[src/rtl/game_round_ctrl_if.sv]
// Signal bundle between the round controller and the game top level.
// master drives frame strobe, keycode and object positions; slave (the controller) drives round status.
interface game_round_ctrl_if;
    logic       frame_clk;
    logic [7:0] keycode;
    logic [9:0] tank0_X;
    logic [9:0] tank0_Y;
    logic [9:0] tank1_X;
    logic [9:0] tank1_Y;
    logic [9:0] bullet0_X;
    logic [9:0] bullet0_Y;
    logic [9:0] bullet1_X;
    logic [9:0] bullet1_Y;
    logic [1:0] hit0;
    logic [1:0] hit1;
    logic       round_reset;
    logic       freeze;
    logic [3:0] score0;
    logic [3:0] score1;
    logic [1:0] winner;
    logic [1:0] game_state;

    modport master (
        output frame_clk, keycode,
        output tank0_X, tank0_Y, tank1_X, tank1_Y,
        output bullet0_X, bullet0_Y, bullet1_X, bullet1_Y,
        output hit0, hit1,
        input  round_reset, freeze, score0, score1, winner, game_state
    );

    modport slave (
        input  frame_clk, keycode,
        input  tank0_X, tank0_Y, tank1_X, tank1_Y,
        input  bullet0_X, bullet0_Y, bullet1_X, bullet1_Y,
        input  hit0, hit1,
        output round_reset, freeze, score0, score1, winner, game_state
    );
endinterface

[src/rtl/game_round_ctrl.sv]
// Tank game round sequencer: start/restart, hit scoring, post-hit pause, game over.
// Optional GAME_TIE_ROUND_EN: simultaneous hits score nothing and the round is replayed.
//
// state   | meaning
// IDLE    | waiting for start key, play frozen
// PLAY    | tanks live, hits evaluated each frame
// PAUSE   | freeze after a hit, down-counting frames
// OVER    | a player reached WIN_SCORE, winner shown
module game_round_ctrl #(
    parameter logic [3:0] WIN_SCORE    = 4'd5,
    parameter logic [7:0] PAUSE_FRAMES = 8'd60,
    parameter logic [7:0] START_KEY    = 8'h13,
    parameter logic [9:0] TANK_SIZE    = 10'd32,
    parameter logic [9:0] BULLET_SIZE  = 10'd8
) (
    input logic         Clk,
    input logic         Reset,
    game_round_ctrl_if.slave bus
);

    typedef enum logic [1:0] {
        S_IDLE  = 2'b00,
        S_PLAY  = 2'b01,
        S_PAUSE = 2'b10,
        S_OVER  = 2'b11
    } state_t;

    state_t     state, state_d;
    logic [3:0] score0, score0_d;
    logic [3:0] score1, score1_d;
    logic [1:0] winner, winner_d;
    logic [7:0] pause_cnt, pause_cnt_d;
    logic       round_reset, round_reset_d;
    logic       fc_q1, fc_q2, fe;
    logic       hit_0on1, hit_1on0;
    logic       start_key;

    // Extents are widened to 11 bits so edge sums near the screen limit cannot wrap.
    function automatic logic box_hit(input logic [9:0] bx, input logic [9:0] by,
                                     input logic [9:0] tx, input logic [9:0] ty);
        logic x_ok, y_ok;
        x_ok = ({1'b0, bx} <= ({1'b0, tx} + {1'b0, TANK_SIZE})) &&
               (({1'b0, bx} + {1'b0, BULLET_SIZE}) >= {1'b0, tx});
        y_ok = ({1'b0, by} <= ({1'b0, ty} + {1'b0, TANK_SIZE})) &&
               (({1'b0, by} + {1'b0, BULLET_SIZE}) >= {1'b0, ty});
        return x_ok && y_ok;
    endfunction

    function automatic logic [3:0] sat_inc(input logic [3:0] s);
        return (s >= WIN_SCORE) ? WIN_SCORE : s + 4'd1;
    endfunction

    assign hit_0on1  = (bus.hit0 == 2'b01) &&
                       box_hit(bus.bullet0_X, bus.bullet0_Y, bus.tank1_X, bus.tank1_Y);
    assign hit_1on0  = (bus.hit1 == 2'b01) &&
                       box_hit(bus.bullet1_X, bus.bullet1_Y, bus.tank0_X, bus.tank0_Y);
    assign start_key = (bus.keycode == START_KEY);

    always_ff @(posedge Clk) begin
        if (Reset) begin
            fc_q1       <= 1'b0;
            fc_q2       <= 1'b0;
            fe          <= 1'b0;
            state       <= S_IDLE;
            score0      <= 4'd0;
            score1      <= 4'd0;
            winner      <= 2'b00;
            pause_cnt   <= 8'd0;
            round_reset <= 1'b0;
        end else begin
            fc_q1       <= bus.frame_clk;
            fc_q2       <= fc_q1;
            fe          <= fc_q1 & ~fc_q2;
            state       <= state_d;
            score0      <= score0_d;
            score1      <= score1_d;
            winner      <= winner_d;
            pause_cnt   <= pause_cnt_d;
            round_reset <= round_reset_d;
        end
    end

    always_comb begin
        state_d       = state;
        score0_d      = score0;
        score1_d      = score1;
        winner_d      = winner;
        pause_cnt_d   = pause_cnt;
        round_reset_d = 1'b0;
        if (fe) begin
            case (state)
                S_IDLE: begin
                    if (start_key) begin
                        score0_d      = 4'd0;
                        score1_d      = 4'd0;
                        winner_d      = 2'b00;
                        round_reset_d = 1'b1;
                        state_d       = S_PLAY;
                    end
                end
                S_PLAY: begin
                    if (hit_0on1 || hit_1on0) begin
`ifdef GAME_TIE_ROUND_EN
                        if (!(hit_0on1 && hit_1on0)) begin
                            if (hit_0on1) score0_d = sat_inc(score0);
                            if (hit_1on0) score1_d = sat_inc(score1);
                        end
`else
                        if (hit_0on1) score0_d = sat_inc(score0);
                        if (hit_1on0) score1_d = sat_inc(score1);
`endif
                        pause_cnt_d = PAUSE_FRAMES;
                        state_d     = S_PAUSE;
                    end
                end
                S_PAUSE: begin
                    if (pause_cnt == 8'd0) begin
                        if (score0 == WIN_SCORE || score1 == WIN_SCORE) begin
                            winner_d = {score1 == WIN_SCORE, score0 == WIN_SCORE};
                            state_d  = S_OVER;
                        end else begin
                            round_reset_d = 1'b1;
                            state_d       = S_PLAY;
                        end
                    end else begin
                        pause_cnt_d = pause_cnt - 8'd1;
                    end
                end
                S_OVER: begin
                    if (start_key) state_d = S_IDLE;
                end
                default: state_d = S_IDLE;
            endcase
        end
    end

    assign bus.round_reset = round_reset;
    assign bus.freeze      = (state != S_PLAY);
    assign bus.score0      = score0;
    assign bus.score1      = score1;
    assign bus.winner      = winner;
    assign bus.game_state  = state;

endmodule

[src/flat_wrapper.sv]
// flat-port wrapper written by rule: the top's interface ports become plain ports
module game_round_ctrl_flat 
#(
    parameter logic [3:0] WIN_SCORE    = 4'd5,
    parameter logic [7:0] PAUSE_FRAMES = 8'd60,
    parameter logic [7:0] START_KEY    = 8'h13,
    parameter logic [9:0] TANK_SIZE    = 10'd32,
    parameter logic [9:0] BULLET_SIZE  = 10'd8
)
  (Clk, Reset, bus_frame_clk, bus_keycode, bus_tank0_X, bus_tank0_Y, bus_tank1_X, bus_tank1_Y, bus_bullet0_X, bus_bullet0_Y, bus_bullet1_X, bus_bullet1_Y, bus_hit0, bus_hit1, bus_round_reset, bus_freeze, bus_score0, bus_score1, bus_winner, bus_game_state);
  game_round_ctrl_if bus_i ();
  input logic Clk;
  input logic Reset;
  input wire logic [$bits(bus_i.frame_clk)-1:0] bus_frame_clk;
  input wire logic [$bits(bus_i.keycode)-1:0] bus_keycode;
  input wire logic [$bits(bus_i.tank0_X)-1:0] bus_tank0_X;
  input wire logic [$bits(bus_i.tank0_Y)-1:0] bus_tank0_Y;
  input wire logic [$bits(bus_i.tank1_X)-1:0] bus_tank1_X;
  input wire logic [$bits(bus_i.tank1_Y)-1:0] bus_tank1_Y;
  input wire logic [$bits(bus_i.bullet0_X)-1:0] bus_bullet0_X;
  input wire logic [$bits(bus_i.bullet0_Y)-1:0] bus_bullet0_Y;
  input wire logic [$bits(bus_i.bullet1_X)-1:0] bus_bullet1_X;
  input wire logic [$bits(bus_i.bullet1_Y)-1:0] bus_bullet1_Y;
  input wire logic [$bits(bus_i.hit0)-1:0] bus_hit0;
  input wire logic [$bits(bus_i.hit1)-1:0] bus_hit1;
  output wire logic [$bits(bus_i.round_reset)-1:0] bus_round_reset;
  output wire logic [$bits(bus_i.freeze)-1:0] bus_freeze;
  output wire logic [$bits(bus_i.score0)-1:0] bus_score0;
  output wire logic [$bits(bus_i.score1)-1:0] bus_score1;
  output wire logic [$bits(bus_i.winner)-1:0] bus_winner;
  output wire logic [$bits(bus_i.game_state)-1:0] bus_game_state;
  assign bus_i.frame_clk = bus_frame_clk;
  assign bus_i.keycode = bus_keycode;
  assign bus_i.tank0_X = bus_tank0_X;
  assign bus_i.tank0_Y = bus_tank0_Y;
  assign bus_i.tank1_X = bus_tank1_X;
  assign bus_i.tank1_Y = bus_tank1_Y;
  assign bus_i.bullet0_X = bus_bullet0_X;
  assign bus_i.bullet0_Y = bus_bullet0_Y;
  assign bus_i.bullet1_X = bus_bullet1_X;
  assign bus_i.bullet1_Y = bus_bullet1_Y;
  assign bus_i.hit0 = bus_hit0;
  assign bus_i.hit1 = bus_hit1;
  assign bus_round_reset = bus_i.round_reset;
  assign bus_freeze = bus_i.freeze;
  assign bus_score0 = bus_i.score0;
  assign bus_score1 = bus_i.score1;
  assign bus_winner = bus_i.winner;
  assign bus_game_state = bus_i.game_state;
  game_round_ctrl #(.WIN_SCORE(WIN_SCORE), .PAUSE_FRAMES(PAUSE_FRAMES), .START_KEY(START_KEY), .TANK_SIZE(TANK_SIZE), .BULLET_SIZE(BULLET_SIZE)) u_core (.Clk(Clk), .Reset(Reset), .bus(bus_i));
endmodule
[config.mk]
export PLATFORM = sky130hd
export DESIGN_NAME = game_round_ctrl_flat
export DESIGN_NICKNAME = d
export VERILOG_FILES = /design/src/rtl/game_round_ctrl_if.sv /design/src/rtl/game_round_ctrl.sv /design/src/flat_wrapper.sv
export SDC_FILE = /design/constraint.sdc
export NUM_CORES = 1
export LEC_CHECK = 0
export BUFFER_PORTS_ARGS = -buffer_cell sky130_fd_sc_hd__buf_2
export CAP_MARGIN = 20
export CORE_MARGIN = 4
export CORE_UTILIZATION = 51
export DETAILED_ROUTE_END_ITERATION = 12
export PLACE_DENSITY = 0.76
export SLEW_MARGIN = 20
export SYNTH_ARGS = -nofsm -noshare
export SYNTH_HDL_FRONTEND = slang
export SYNTH_SLANG_ARGS = --single-unit
[constraint.sdc]
create_clock -name Clk -period 5.7 [get_ports Clk]
set_input_delay 1.71 -clock Clk [delete_from_list [all_inputs] [get_ports Clk]]
set_output_delay 1.71 -clock Clk [all_outputs]
set_load 0.01 [all_outputs]
==> impl_metrics.json <==
{
  "status": "complete, no violations",
  "yosys.area.top_type": "ha_1",
  "report.final.slew_viol_count": 0,
  "fin_area_mm2": 0.00443,
  "fillers": 677,
  "p_switching_uw": 180,
  "post-cts-setup-buffers": 0,
  "layout-drive-gt1-share_pct": 20.7,
  "timing.rr.end": "u_core.bus.winner[0]",
  "dpl.hpwl_um": 7990,
  "holdPathEnd": "u_core.fe",
  "start_util_pct": 52.0,
  "die_y_um": 93.8,
  "p_total_uw": 503,
  "viasPerCell": 5.59,
  "grt_pass1_vias": 3688,
  "yosys.area.top_type_share_pct": 27.7,
  "p_comb_share_pct": 46.2,
  "worst_ep_arrival_time_ps": 4520,
  "clock_sinks": 24,
  "ys_ff_latch": 24,
  "cts_buffers": 3,
  "finalNonFillerCells": 693,
  "avgSynthCellArea_um2": 7.68,
  "worst-path-max-fanout": 8,
  "min_period_over_period_pct": 75.9,
  "layout_common_cells": "108 x buf_2, 83 x ha_1, 65 x inv_1, 51 x nand3_1, 37 x a21oi_1",
  "power_frac_clock_pct": 20.1,
  "fin_setup_tns_ps": 0,
  "ys_warn_count": 0,
  "met1_usage_pct": 26.1,
  "timing.fmax_mhz": 231,
  "die_x_um": 93.8,
  "synth.net_count": 667,
  "final_net_count": 774,
  "rsz0062_at_grt": "no",
  "rrSetupSlack_ps": 2950,
  "firstDrtPassIters": 5,
  "async_flop_share_pct": 0,
  "track_usage_pct": 20.7,
  "grt_max_degree": 17,
  "cp.required_ps": 5900,
  "clock_latency_ps": 270,
  "drt_iter0_drc": 156,
  "r2r_start": "u_core.pause_cnt[0]",
  "hold_violations": 0,
  "cpLargestDelayFamily": "simple AND/OR/NAND/NOR gates",
  "max_stage_delay_ps": 540,
  "setup_ws_ps": 1370,
  "critical_path_class": "in2reg",
  "final_common_cell": "buf_2",
  "worst_pin_slew_ps": 711,
  "tritoncts": "built",
  "setup_viol": 0,
  "clockBufferDepth": 2,
  "grt_antenna_before_repair": 0,
  "synthTopCellsByArea": "ha_1 28%, dfxtp_1 13%, nand3_1 6.8%",
  "clk_pin_slew_ps": 80,
  "cts_resized": 0,
  "cts_root_buf": "clkbuf_8",
  "place_ws_ps": 1140,
  "hold_path.class": "reg2reg",
  "p_per_area_mw_per_mm2": 114,
  "grt_pass1_wl_um": 15400,
  "drc": 0,
  "gp_congestion": 0.860,
  "wirelength_um": 9290,
  "p_leak_nw": 2.26,
  "use_met2_pct": 38.3,
  "gr-total-overflow": 0,
  "p_int_uw": 323,
  "syn2layout_area_growth_pct": 18.0,
  "dp_cells": 690,
  "maxCapViolCount": 0,
  "cts_hold_buf": 0,
  "h-tree-depth": 1,
  "reg2regPathDepth": 9,
  "min_period_ps": 4330,
  "dr_total_vias": 3874,
  "rows": 31,
  "pwr-share-seq_pct": 33.6,
  "synth-edff-count": 0,
  "num_io_pins": 109,
  "grt_use_met3_pct": 1.68,
  "ys_seq_area_share_pct": 12.8,
  "slowest_stage": "or4_1",
  "io_buffers": 108,
  "grt-busiest-layer": "met2",
  "critPathLaunchType": "primary input",
  "synth.distinct_cells": 55,
  "n_antenna_cell": 0,
  "syn_inst": 489,
  "core-area_mm2": 0.00721,
  "detail-route-antenna-nets": 0,
  "die_area_mm2": 0.00880,
  "whs_path_depth": 1,
  "path_cells": "buf_2 > ha_1 > nand3_1 > xnor2_1 > ha_1 > nand3_1 > or4_1 > a221oi_2 > a41oi_2 > or3_1 > a21oi_1",
  "max-vdd-ir-drop_uv": 117,
  "syn_area_mm2": 0.00375,
  "worst_clock_skew_ps": 9.26,
  "cp_num_buf_inv": 1,
  "dpl_cell_area_mm2": 0.00439,
  "cp_num_cells": 11,
  "swShare_pct": 35.7,
  "synth_flop_cell": "dfxtp_1",
  "drt-wirelength-per-cell_um": 13.4,
  "slew_headroom_pct": 52.5,
  "cp-end-kind": "flip-flop",
  "hp-start": "u_core.fc_q2"
}
## worst reg2reg max path, stage by stage, from the launching register on
cell and delay (ps):
dfxtp_1 380, inv_1 120, ha_1 190, or3b_2 500, nor4b_2 630, nand2_1 150, o21ai_0 200, nand3_1 200
mux2i_1 200, nor2_1 50
## cell type report
| class | count | area (um2) | share of cell area (%) |
|---|---|---|---|
| multi-input combinational | 394 | 3000 | 67.7 |
| timing repair buffer | 108 | 541 | 12.2 |
| sequential | 24 | 480 | 10.8 |
| inverter | 65 | 244 | 5.51 |
| tap | 99 | 124 | 2.80 |
| clock buffer | 3 | 41.3 | 0.932 |
## state kept, by name, indices dropped and copies added (netlist names)
register / cells
u_core.fc_q2: 1
u_core.bus.score1: 4
u_core.fc_q1: 1
u_core.bus.score0: 4
u_core.bus.round_reset: 1
u_core.bus.game_state: 2
u_core.fe: 1
u_core.pause_cnt: 8
u_core.bus.winner: 2
## layer usage
layer,wire (um),share of wire (%)
met1,4130,44
met2,4650,50
met3,390,4.2
met4,116,1.2
met5,0,0
## power groups by stage
stage	registers [mW]	clock network, mW	logic (mW)
2_1_floorplan	0.173	0	0.150
3_3_place_gp	0.173	0	0.224
3_5_place_dp	0.173	0	0.232
4_1_cts	0.169	0.103	0.234
5_1_grt	0.170	0.107	0.267
6_report	0.169	0.101	0.233
## stage by stage
step | hold slack (ps) | util (%)
6_report | 385 | 61.4
4_1_cts | 386 | 61.4
2_1_floorplan | 367 | -
3_3_place_gp | 372 | 60.8
3_5_place_dp | 375 | 60.8
5_1_grt | 389 | 61.4
## worst max-delay path by stage
stage,from,end
floorplan,bus_bullet1_X[5],u_core.bus.score1[3]
global placement,bus_bullet1_X[3],u_core.bus.score1[3]
detailed placement,bus_bullet1_X[3],u_core.bus.score1[3]
CTS,bus_bullet1_X[3],u_core.bus.score1[3]
global route,bus_tank1_Y[5],u_core.bus.score0[1]
finish,bus_bullet1_X[3],u_core.bus.score1[3]
## cell usage after synthesis (all sizes together) (2+ instances only)
library cell,n
o21ai,13
o21a,2
and4,2
inv,65
a311oi,3
nand3b,4
ha,83
a21o,14
mux2i,2
nor4,4
xnor2,24
o221ai,2
xor2,8
o311a,3
nand2b,9
a41oi,4
nor4b,2
o31ai,2
a31oi,5
a21oi,38
nand2,24
nand4,6
nor2b,6
a211oi,4
nand3,51
clkbuf,5
a31o,4
nor2,20
and2,2
dfxtp,24
and3,11
or3,8
a2111oi,4
nor3,12
nand4b,4
## cell families after synthesis
logic type / Yosys count / synth area share [%]
mux: 2 / 0.533
fa+ha+maj: 83 / 27.7
buf+inv: 71 / 7.30
xor+xnor: 32 / 7.47
compound gates: 109 / 20.3
flops: 24 / 12.8
simple gates: 168 / 23.9
Power figures use the tool's default switching activity.
